## src/rtl/mips_mc_ctrl.sv

```systemverilog
// Multicycle MIPS main control FSM: decodes opcode/funct from the IR and
// sequences the datapath enables, mux selects and ALU operation each cycle.
module mips_mc_ctrl #(
  parameter bit ILLEGAL_HALT = 1'b1
) (
  input  logic       clk,
  input  logic       rst,
  input  logic [5:0] opcode,
  input  logic [5:0] funct,
  input  logic       zero,
  output logic [2:0] alu_ctrl,
  output logic       alu_src_a,
  output logic [1:0] alu_src_b,
  output logic [1:0] pc_src,
  output logic       pc_en,
  output logic       iord,
  output logic       mem_write,
  output logic       ir_write,
  output logic       reg_dst,
  output logic       mem_to_reg,
  output logic       reg_write,
  output logic       instr_done,
  output logic       illegal_instr,
  output logic [3:0] state_dbg
);

  typedef enum logic [3:0] {
    FETCH    = 4'd0,
    DECODE   = 4'd1,
    MEMADR   = 4'd2,
    MEMRD    = 4'd3,
    MEMWB    = 4'd4,
    MEMWR    = 4'd5,
    RTEX     = 4'd6,
    RTWB     = 4'd7,
    BEQ      = 4'd8,
    ADDIEX   = 4'd9,
    ADDIWB   = 4'd10,
    JUMP     = 4'd11,
    HALT     = 4'd12
  } state_t;

  localparam logic [5:0] OP_RTYPE = 6'b000000;
  localparam logic [5:0] OP_LW    = 6'b100011;
  localparam logic [5:0] OP_SW    = 6'b101011;
  localparam logic [5:0] OP_BEQ   = 6'b000100;
  localparam logic [5:0] OP_ADDI  = 6'b001000;
  localparam logic [5:0] OP_J     = 6'b000010;

  localparam logic [2:0] ALU_AND = 3'b000;
  localparam logic [2:0] ALU_OR  = 3'b001;
  localparam logic [2:0] ALU_ADD = 3'b010;
  localparam logic [2:0] ALU_SUB = 3'b011;
  localparam logic [2:0] ALU_CMP = 3'b100;
  localparam logic [2:0] ALU_NOR = 3'b101;

  typedef struct packed {
    logic [2:0] alu_ctrl;
    logic       alu_src_a;
    logic [1:0] alu_src_b;
    logic [1:0] pc_src;
    logic       pc_write;
    logic       branch;
    logic       iord;
    logic       mem_write;
    logic       ir_write;
    logic       reg_dst;
    logic       mem_to_reg;
    logic       reg_write;
    logic       instr_done;
  } ctrl_t;

  state_t     state;
  state_t     next_state;
  ctrl_t      ctrl_q;
  logic [2:0] funct_alu;
  logic       funct_ok;
  logic       op_legal;

  // Moore control word for each state; everything not listed stays at the idle default.
  function automatic ctrl_t ctrl_for(input state_t s);
    ctrl_t c;
    c          = '0;
    c.alu_ctrl = ALU_ADD;
    case (s)
      FETCH:  begin c.ir_write = 1'b1; c.pc_write = 1'b1; c.alu_src_b = 2'b01; end
      DECODE: c.alu_src_b = 2'b11;
      MEMADR: begin c.alu_src_a = 1'b1; c.alu_src_b = 2'b10; end
      MEMRD:  c.iord = 1'b1;
      MEMWB:  begin c.mem_to_reg = 1'b1; c.reg_write = 1'b1; c.instr_done = 1'b1; end
      MEMWR:  begin c.iord = 1'b1; c.mem_write = 1'b1; c.instr_done = 1'b1; end
      RTEX:   c.alu_src_a = 1'b1;
      RTWB:   begin c.reg_dst = 1'b1; c.reg_write = 1'b1; c.instr_done = 1'b1; end
      BEQ: begin
        c.alu_src_a  = 1'b1;
        c.alu_ctrl   = ALU_CMP;
        c.pc_src     = 2'b01;
        c.branch     = 1'b1;
        c.instr_done = 1'b1;
      end
      ADDIEX: begin c.alu_src_a = 1'b1; c.alu_src_b = 2'b10; end
      ADDIWB: begin c.reg_write = 1'b1; c.instr_done = 1'b1; end
      JUMP:   begin c.pc_src = 2'b10; c.pc_write = 1'b1; c.instr_done = 1'b1; end
      default: ;
    endcase
    return c;
  endfunction

  always_comb begin
    funct_alu = ALU_ADD;
    funct_ok  = 1'b1;
    case (funct)
      6'b100100: funct_alu = ALU_AND;
      6'b100101: funct_alu = ALU_OR;
      6'b100000: funct_alu = ALU_ADD;
      6'b100010: funct_alu = ALU_SUB;
      6'b100111: funct_alu = ALU_NOR;
      default:   funct_ok  = 1'b0;
    endcase
  end

  always_comb begin
    case (opcode)
      OP_LW, OP_SW, OP_BEQ, OP_ADDI, OP_J: op_legal = 1'b1;
      OP_RTYPE:                            op_legal = funct_ok;
      default:                             op_legal = 1'b0;
    endcase
  end

  always_comb begin
    next_state = state;
    case (state)
      FETCH: next_state = DECODE;
      DECODE: begin
        if (!op_legal) begin
          next_state = ILLEGAL_HALT ? HALT : FETCH;
        end else begin
          case (opcode)
            OP_LW, OP_SW: next_state = MEMADR;
            OP_RTYPE:     next_state = RTEX;
            OP_BEQ:       next_state = BEQ;
            OP_ADDI:      next_state = ADDIEX;
            default:      next_state = JUMP;
          endcase
        end
      end
      MEMADR: next_state = (opcode == OP_SW) ? MEMWR : MEMRD;
      MEMRD:  next_state = MEMWB;
      RTEX:   next_state = RTWB;
      ADDIEX: next_state = ADDIWB;
      HALT:   next_state = HALT;
      default: next_state = FETCH;
    endcase
  end

  // The control word is registered alongside the state so outputs come straight from flops.
  always_ff @(posedge clk) begin
    // NOTE: sequential state uses non-blocking assignments so every flop samples pre-edge values.
    if (rst) begin
      state  <= FETCH;
      ctrl_q <= ctrl_for(FETCH);
    end else begin
      state  <= next_state;
      ctrl_q <= ctrl_for(next_state);
    end
  end

  // NOTE: reset is synchronous, so enables are gated with rst combinationally to suppress
  // any write in the cycle where reset is being applied.
  assign alu_ctrl      = (state == RTEX) ? funct_alu : ctrl_q.alu_ctrl;
  assign alu_src_a     = ctrl_q.alu_src_a;
  assign alu_src_b     = ctrl_q.alu_src_b;
  assign pc_src        = ctrl_q.pc_src;
  assign pc_en         = !rst && (ctrl_q.pc_write || (ctrl_q.branch && zero));
  assign iord          = ctrl_q.iord;
  assign mem_write     = !rst && ctrl_q.mem_write;
  assign ir_write      = !rst && ctrl_q.ir_write;
  assign reg_dst       = ctrl_q.reg_dst;
  assign mem_to_reg    = ctrl_q.mem_to_reg;
  assign reg_write     = !rst && ctrl_q.reg_write;
  assign instr_done    = !rst && ctrl_q.instr_done;
  assign illegal_instr = !rst && (state == DECODE) && !op_legal;
  assign state_dbg     = state;

endmodule
```

## config.mk

```make
export PLATFORM = sky130hd
export DESIGN_NAME = mips_mc_ctrl
export DESIGN_NICKNAME = d
export VERILOG_FILES = /design/src/rtl/mips_mc_ctrl.sv
export SDC_FILE = /design/constraint.sdc
export NUM_CORES = 1
export LEC_CHECK = 0
export CAP_MARGIN = 5
export CORE_ASPECT_RATIO = 1.5
export CORE_MARGIN = 2
export CORE_UTILIZATION = 40
export DETAILED_ROUTE_END_ITERATION = 6
export MAX_ROUTING_LAYER = met4
export PLACE_DENSITY = 0.69
export SYNTH_ARGS = -nofsm -noshare
export SYNTH_HDL_FRONTEND = slang
export SYNTH_SLANG_ARGS = --single-unit
```

## constraint.sdc

```tcl
create_clock -name clk -period 2.3 [get_ports clk]
set_input_delay 0.23 -clock clk [delete_from_list [all_inputs] [get_ports clk]]
set_output_delay 0.23 -clock clk [all_outputs]
set_load 0.02 [all_outputs]
```

==> Yosys cells after proc, flatten, opt, wreduce, memory -nomap -nowiden <==
Cells that the tools add are included.
{ "totals": {"regBits": 21, "in_bits": 15, "out_inout_bits": 21} }
{ "classes": {"eq_ne": 27, "mux": 21, "reduce_logical": 23} }
{ "op_table": {"columns": ["operator", "n"], "rows": [
  ["equality test 6 bit, second input constant", 7],
  ["case mux 4 bit (7 select lines)", 1],
  ["equality test 4 bit, second input constant", 6],
  ["equality test 4 x 3 -> 1 bit, second input constant", 5],
  ["equality test 4 x 2 -> 1 bit, second input constant", 4],
  ["case mux 4 bit (4 select lines)", 1],
  ["case mux 3 bit (4 select lines)", 1],
  ["2-to-1 mux 1 bit", 11],
  ["OR reduction 5 bit", 2],
  ["2-to-1 mux 3 bit", 3],
  ["equality test 4 x 1 -> 1 bit, second input constant", 2],
  ["logical AND 1 bit", 8],
  ["zero test 4 bit", 2],
  ["OR reduction 2 bit", 4],
  ["equality test 6 x 2 -> 1 bit, second input constant", 1],
  ["equality test 6 x 3 -> 1 bit, second input constant", 1],
  ["equality test 6 x 4 -> 1 bit, second input constant", 1],
  ["zero test 6 bit", 1],
  ["case mux 2 bit (3 select lines)", 1],
  ["OR reduction 6 bit", 1],
  ["2-to-1 mux 4 bit", 1],
  ["case mux 2 bit (2 select lines)", 1],
  ["OR reduction 4 bit", 1],
  ["OR reduction 3 bit", 1],
  ["other kinds (3)", 4]
]} }

==> Depth between registers and ports, before layout <==
Gate-level depths: netlist of the first run.
{ "depth": {"word_depth": 9, "ltp_mapped": 8, "depth_no_buf": 7} }

==> Worst setup path before layout of the first run <==
Ideal clock, no wire load.
{ "synth_timing": {"path_kind": "reg2reg", "start": "register state[2], in the netlist state_dbg[2]", "end": "register ctrl_q, in the netlist iord", "arrival_time_ps": 1763, "required_ps": 2184, "path_slack_ps": 421, "path_stages_with_launch": 7, "path_buffers": 0, "synth_period_minus_slack_ps": 1879, "cell_sequence": "dfxtp_1 -> nand2b_1 -> or3_1 -> a211o_1 -> and2_4 -> xor2_1 -> and3_1"} }
{ "synth_via": {"elab_chain_len": 5, "word_cells_on_any_way": 12, "cone_classes": "8 x eq/ne; 2 x mux; 2 x reduce/logical"} }
{ "synth_rtl": {"columns": ["element", "line", "source"], "rows": [
  ["from (decl)", "73", "state_t state;"],
  ["from (signal assigned)", "163", "state <= next_state;"],
  ["equality test 4 bit (tied with other cells)", "132", "case (state)"],
  ["case mux 4 bit (7 select lines) (*)", "132", null],
  ["equality test 4 x 3 -> 1 bit or equality test 4 x 2 -> 1 bit (tied branches)", "85", "case (s)"],
  ["OR reduction 2 bit (no line) (*)", null, null],
  ["2-to-1 mux 1 bit (*)", "85", null],
  ["to (signal assigned)", "161", "ctrl_q <= ctrl_for(FETCH);"],
  ["to (signal assigned)", "164", "ctrl_q <= ctrl_for(next_state);"],
  ["to (decl)", "75", "ctrl_t ctrl_q;"]
]} }
Every way passes the cells marked *; elsewhere a longest branch is shown, timed or not.
A chain may end at the register's enable or synchronous reset.

==> Final worst setup path of the first run <==
{ "layout_timing": {"start": "input opcode[0]", "end": "output illegal_instr"} }
{ "layout_via": {"elab_chain_len": 5, "word_cells_on_any_way": 10, "cone_classes": "5 x eq/ne; 1 x mux; 4 x reduce/logical"} }
{ "layout_rtl": {"columns": ["element", "line", "source"], "rows": [
  ["from (decl)", "8", "input logic [5:0] opcode,"],
  ["equality test 6 bit (tied with other cells)", "123", "case (opcode)"],
  ["OR reduction 5 bit", "123", null],
  ["case mux 1 bit (2 select lines) (*)", "123", null],
  ["zero test 1 bit (*)", "182", "assign illegal_instr = !rst && (state == DECODE) && !op_legal;"],
  ["logical AND 1 bit (*)", "182", null],
  ["to (decl)", "23", "output logic illegal_instr,"]
]} }
Marked as above.

==> results of run 1 <==
==> metrics by stage <==
| stage | power [mW] | util (%) | cell area, µm² | TNS [ps] |
|---|---|---|---|---|
| after floorplan | 1.11 | - | 1050 | 0 |
| after global placement | 1.55 | 61.8 | 1530 | -472 |
| after detailed placement | 1.56 | 61.8 | 1530 | -476 |
| after CTS | 1.71 | 62.6 | 1550 | 0 |
| after global routing | 1.84 | 63.0 | 1560 | 0 |
| final | 1.72 | 63.0 | 1560 | 0 |
==> kinds of logic after synthesis <==
group	synth area share, %
AO/OA/AOI/OAI	20.9
buffers and inverters	4.99
AND/OR/NAND/NOR	35.6
multiplexers	0.951
flip-flops	34.2
XOR/XNOR	3.33
==> layout make-up <==
class,count,share of cell area [%]
Clock buffer,3,1.44
Inverter,4,0.962
Multi-Input combinational cell,98,41.4
Sequential cell,18,23.1
Tap cell,24,1.92
Timing Repair Buffer,53,31.2
==> repair_timing <==
action | CTS | global route
pin swaps | 0 | 0
setup endpoints to repair | 1 | 3
resized for setup | 1 | 3
==> per-layer routing <==
| metal | vias to the layer above | GRT usage (%) | wire, µm |
|---|---|---|---|
| li1 | 545 | - | - |
| met1 | 519 | 19.6 | 1080 |
| met2 | 27 | 35.6 | 1490 |
| met3 | 7 | 1.36 | 78 |
| met4 | 0 | 10.4 | 68 |
| met5 | - | - | 0 |
==> final timing paths <==
path	end	slack, ps	cells after the start
setup / recovery	illegal_instr	100	7
hold / removal	ctrl_q[8]	760	2
setup reg to reg	alu_src_a	430	6
hold reg to reg	ctrl_q[1]	820	4
==> critical path, cell delays in order <==
cell and delay [ps]:
clkdlybuf4s50_1 490, and3_4 210, nor2b_4 120, o31ai_1 300
nand2_1 90, nor3_1 180, dlygate4sd2_1 350
==> Yosys cell counts, types with 2 or more instances <==
cell type	n
or2_2	2
xnor2_1	3
a31oi_1	3
dfxtp_1	18
nor3_1	2
inv_1	3
nor2b_1	4
nand4b_1	2
nor2_1	14
clkbuf_1	2
or2_1	2
nor3b_1	2
a21o_1	4
o21ai_0	3
buf_4	4
nand2_1	7
a21oi_1	10
nand2b_1	7
nand3b_1	2
o21ai_2	2
nand3_1	5
==> where the power goes <==
group	switching, mW	total, mW	leakage, nW	internal [mW]
logic	0.566	1.10	0.468	0.535
clock network	0.0876	0.149	0.0138	0.0610
registers	0.0622	0.470	0.147	0.407
==> results by group, run 1 <==
Status
  • Status: complete, no violations

CTS
  • H-tree depth: 1
  • CTS Buf Count: 3
  • Clock root buffer: clkbuf_4
  • Worst-path clk slew: 90 ps
  • Clock sinks: 18
  • Post-CTS setup buffer count: 0
  • CTS max path bufs: 2
  • Clk Latency, worst-skew pair: 290 ps
  • CTS tree: yes
  • Hold-fix buffers, CTS: 0

Timing
  • Max-slew violations: 0
  • Final setup viols: 0
  • Hold WS: about 760 ps
  • Worst slew pin tran: approximately 390 ps
  • Final hold viol count: 0
  • Fin crit share: 95.8%
  • Slew HR: 73.9%
  • Minimum clock period: approximately 2200 ps
  • Skew final: 3.40 ps
  • Unrepaired setup endpoints after global routing: false
  • Setup ws final: 97.7 ps
  • F_max: 0.454 GHz

Place
  • Placed Cells: 197
  • DP Worst Slack: -150 ps
  • DP HPWL: 2130 µm
  • IO Port Bufs: 35
  • Placer Congestion: 0.937

Synthesis
  • Synth Register Bits: 18
  • Synth cell types: 46
  • Main synth FF type: dfxtp_1
  • Share of flip-flops with an asynchronous set or reset: 0%
  • Yosys Warn Count: 0
  • Post-Syn Area: 1050 µm²
  • Top cells by area, synth: dfxtp_1 (34%), nor2_1 (5.0%), a21oi_1 (4.8%)
  • Syn Inst Count: 126
  • EDFF count, synth: 0
  • Yosys top cell area share: 34.2%
  • Seq/Total Area, Yosys: 34.2%
  • Syn nets: 141
  • Cell accounting for the most synthesized area: dfxtp_1
  • Syn_area_per_cell: 8.35 µm²

Pwr
  • Power per Cell Area: 1100 nW/µm²
  • Leakage power: 0.629 nW
  • Peak VDD IR: just over 0.8 mV

Floorplanning
  • Die Span Y: ~67 µm
  • Core area: 2480 µm²
  • Chip width: 45.9 µm
  • IO Count: 36
  • # rows: 22
  • Die Area: 3070 µm²
  • Initial core utilization: 42.5%

Hold path
  • Min-Delay Path Class: in2reg
  • Hold path startpoint: rst

Cells and area
  • Post-Layout Cell Count: 200
  • Area occupied by multi-input gates: ~650 µm²
  • Top reg by flops: ctrl_q
  • Most frequent cells in the layout: clkdlybuf4s50_1 (33), dfxtp_1 (18), buf_4 (18), nor2_1 (13), a21oi_1 (10)
  • Area delta synth->final: 48.4%
  • Final nets: 193
  • Number of flip-flops in the largest register: 6
  • Fillers: 221
  • Fraction of layout cells with a size suffix above 1: 22.2%
  • Sequential standard cell area: 360 µm²
  • Ant diodes: 0
  • Commonest non-fill, non-tap cell in the layout: clkdlybuf4s50_1

Job
  • Max-cap violation count: 0

Setup path
  • Req. time, crit path: 2070 ps
  • Critical path class: in2out
  • Critical path launch point type: input port
  • Data arrival time of the critical path: 1970 ps
  • Setup crit start: opcode[0]
  • Worst R2R Start: state_dbg[2]
  • Crit end category: output pin
  • Worst-path fanout max: 5

Route
  • Total wire length: between 2000 and 3000 µm
  • Via density: 5.49
  • DRC viols: 0
  • 1st-iter DRT viols: 18
  • Wire per inst: 13.6 µm
  • Final ANT Viol Nets: 0
  • Via Count: around 1.1k
  • DR pass1 iterations: 4

Global routing
  • Grt ovf: 0
  • First-pass GRT wire length: 4340 µm
  • All-Layer GR Usage: 19.5%
  • Largest net degree at the start of global routing: 10
  • Initial antenna violation count: 0
  • Number of global-route vias before repair: 1079
No activity file was read; power rests on OpenSTA's default activity.
==> run 2: changes to the inputs <==
Settings changed: CTS_BUF_LIST from default to sky130_fd_sc_hd__clkbuf_2.
==> run 2 against run 1 <==
Compared with the run above: routed wire length fell by 0.44%; critical endpoint unchanged; highest routed layer unchanged; count of clock-buffer cells in the layout is the same; combinational power about the same.
==> results by group, run 2 (synthesis gave the netlist of run 1 again) <==
Global routing
  • Number of global-route vias before repair: 1079
  • Largest net degree at the start of global routing: 10
  • First-pass GRT wire length: 4350 µm
  • All-Layer GR Usage: 19.6%
  • Initial antenna violation count: 0
  • Grt ovf: 0

CTS
  • Worst-path clk slew: 140 ps
  • Clock sinks: 18
  • Clk Latency, worst-skew pair: between 200 and 300 ps
  • CTS tree: yes
  • Clock root buffer: clkbuf_2
  • CTS Buf Count: 3
  • Post-CTS setup buffer count: 0
  • CTS max path bufs: 2
  • H-tree depth: 1

Timing
  • Slew HR: 74.1%
  • Sum Neg Setup Slack: 0 ps
  • Unrepaired setup endpoints after global routing: false
  • F_max: 0.454 GHz
  • Max-slew violations: 0
  • Minimum clock period: approximately 2200 ps
  • Fin crit share: 95.8%
  • Final hold viol count: 0
  • Final setup viols: 0
  • Worst slew pin tran: 386 ps
  • Skew final: 3.51 ps

Pwr
  • Leakage power: about 0.65 nW
  • Peak VDD IR: 0.789 mV
  • Power per Cell Area: 1080 nW/µm²

Setup path
  • Crit end category: output pin
  • Data arrival time of the critical path: slightly below 2000 ps
  • Worst R2R Start: state_dbg[2]
  • Reg2reg end: alu_src_a
  • FF-to-FF path depth: 6
  • Flop2flop setup slack: 420 ps
  • Critical path launch point type: input port
  • Critical path class: in2out
  • Req. time, crit path: 2070 ps
  • Worst-path fanout max: 5

Cells and area
  • Top reg by flops: ctrl_q
  • Fraction of layout cells with a size suffix above 1: 22.2%
  • Fin area: 1560 µm²
  • Number of flip-flops in the largest register: 6
  • Area delta synth->final: 47.8%
  • Most frequent cells in the layout: clkdlybuf4s50_1 (32), buf_4 (18), dfxtp_1 (17), nor2_1 (14), a21oi_1 (10)
  • Ant diodes: 0
  • Commonest non-fill, non-tap cell in the layout: clkdlybuf4s50_1
  • Final nets: 193
  • Final core occ: 62.8%

Floorplanning
  • IO Count: 36
  • # rows: 22
  • Initial core utilization: between 40% and 50%
  • Die Area: about 3000 µm²
  • Chip width: around 46 µm
  • Core area: 2480 µm²
  • Die Span Y: 66.8 µm

Hold path
  • Worst Hold End: state_dbg[2]
  • Hold depth: 2
  • Hold path startpoint: state_dbg[3]
  • Min-Delay Path Class: reg2reg

Route
  • Total wire length: between 2000 and 3000 µm
  • Wire per inst: roughly 14 µm
  • DR pass1 iterations: 4
  • Via density: 5.44
  • Via Count: 1088
  • Final ANT Viol Nets: 0
  • DRC viols: 0
  • 1st-iter DRT viols: 19

Place
  • Placer Congestion: between 0.9 and 1
  • Dpl cell area: 1530 µm²
  • DP HPWL: roughly 2100 µm
  • IO Port Bufs: 35

Job
  • Max-cap violation count: 0

Status
  • Status: complete, no violations
## run 2: changes by cell type in the layout (fill, tap and decap cells not counted)
| cell | before | now |
|---|---|---|
| dlymetal6s2s_1 | 1 | 2 |
| dfxtp_1 | 18 | 17 |
| clkdlybuf4s50_1 | 33 | 32 |
| nor2_2 | 1 | 0 |
| clkbuf_4 | 3 | 0 |
| clkbuf_2 | 0 | 3 |
| nor2_1 | 13 | 14 |
| dfxtp_2 | 0 | 1 |
## run 2: final cells by class
type                       instances  area [µm²]
fill                             221         922
multi-input combinational         98         644
timing repair buffer              53         489
clock buffer                       3        15.0
inverter                           4        15.0
sequential                        18         362
tap                               24        30.0
## run 2: worst max path at each step
stage / from / to / slack, ps
3_3_place_gp: opcode[0] / illegal_instr / -150
6_report: opcode[0] / illegal_instr / 100
3_5_place_dp: opcode[0] / illegal_instr / -150
5_1_grt: state_dbg[3] / alu_ctrl[1] / 30
2_1_floorplan: state_dbg[2] / iord / 420
4_1_cts: state_dbg[3] / alu_ctrl[1] / 40
## run 2: critical path, cell delays in order
cell and delay [ps]:
clkdlybuf4s50_1 490, and3_4 210, nor2b_4 120, o31ai_1 300
nand2_1 90, nor3_1 180, dlygate4sd2_1 350
## run 2: through the flow
stage,cells,hold slack [ps],setup WS (ps),power [mW]
floorplan,126,302,421,1.11
global placement,197,789,-146,1.55
detailed placement,197,798,-150,1.56
CTS,200,755,44.3,1.68
global route,200,762,26.3,1.81
finish,200,718,97.6,1.68
## run 2: what timing repair did
action,CTS,global route
hold buffers,0,0
gates cloned,0,0
pin swaps,0,0
gates resized for setup,1,4
endpoints found under the setup margin,1,3
## run 2: routing by layer
metal	track usage, %	share of wire (%)	wire, µm
met3	1.36	3.4	93
met5	-	0	0
met1	19.7	39	1060
met2	35.6	56	1500
met4	10.4	1.7	46
## run 2: power by group
part / internal, mW / switching, mW / total (mW) / leakage [nW]
Clock: 0.0356 / 0.0858 / 0.121 / 0.0125
Sequential: 0.409 / 0.0595 / 0.468 / 0.148
Combinational: 0.532 / 0.563 / 1.09 / 0.485
Total: 0.976 / 0.708 / 1.68 / 0.645
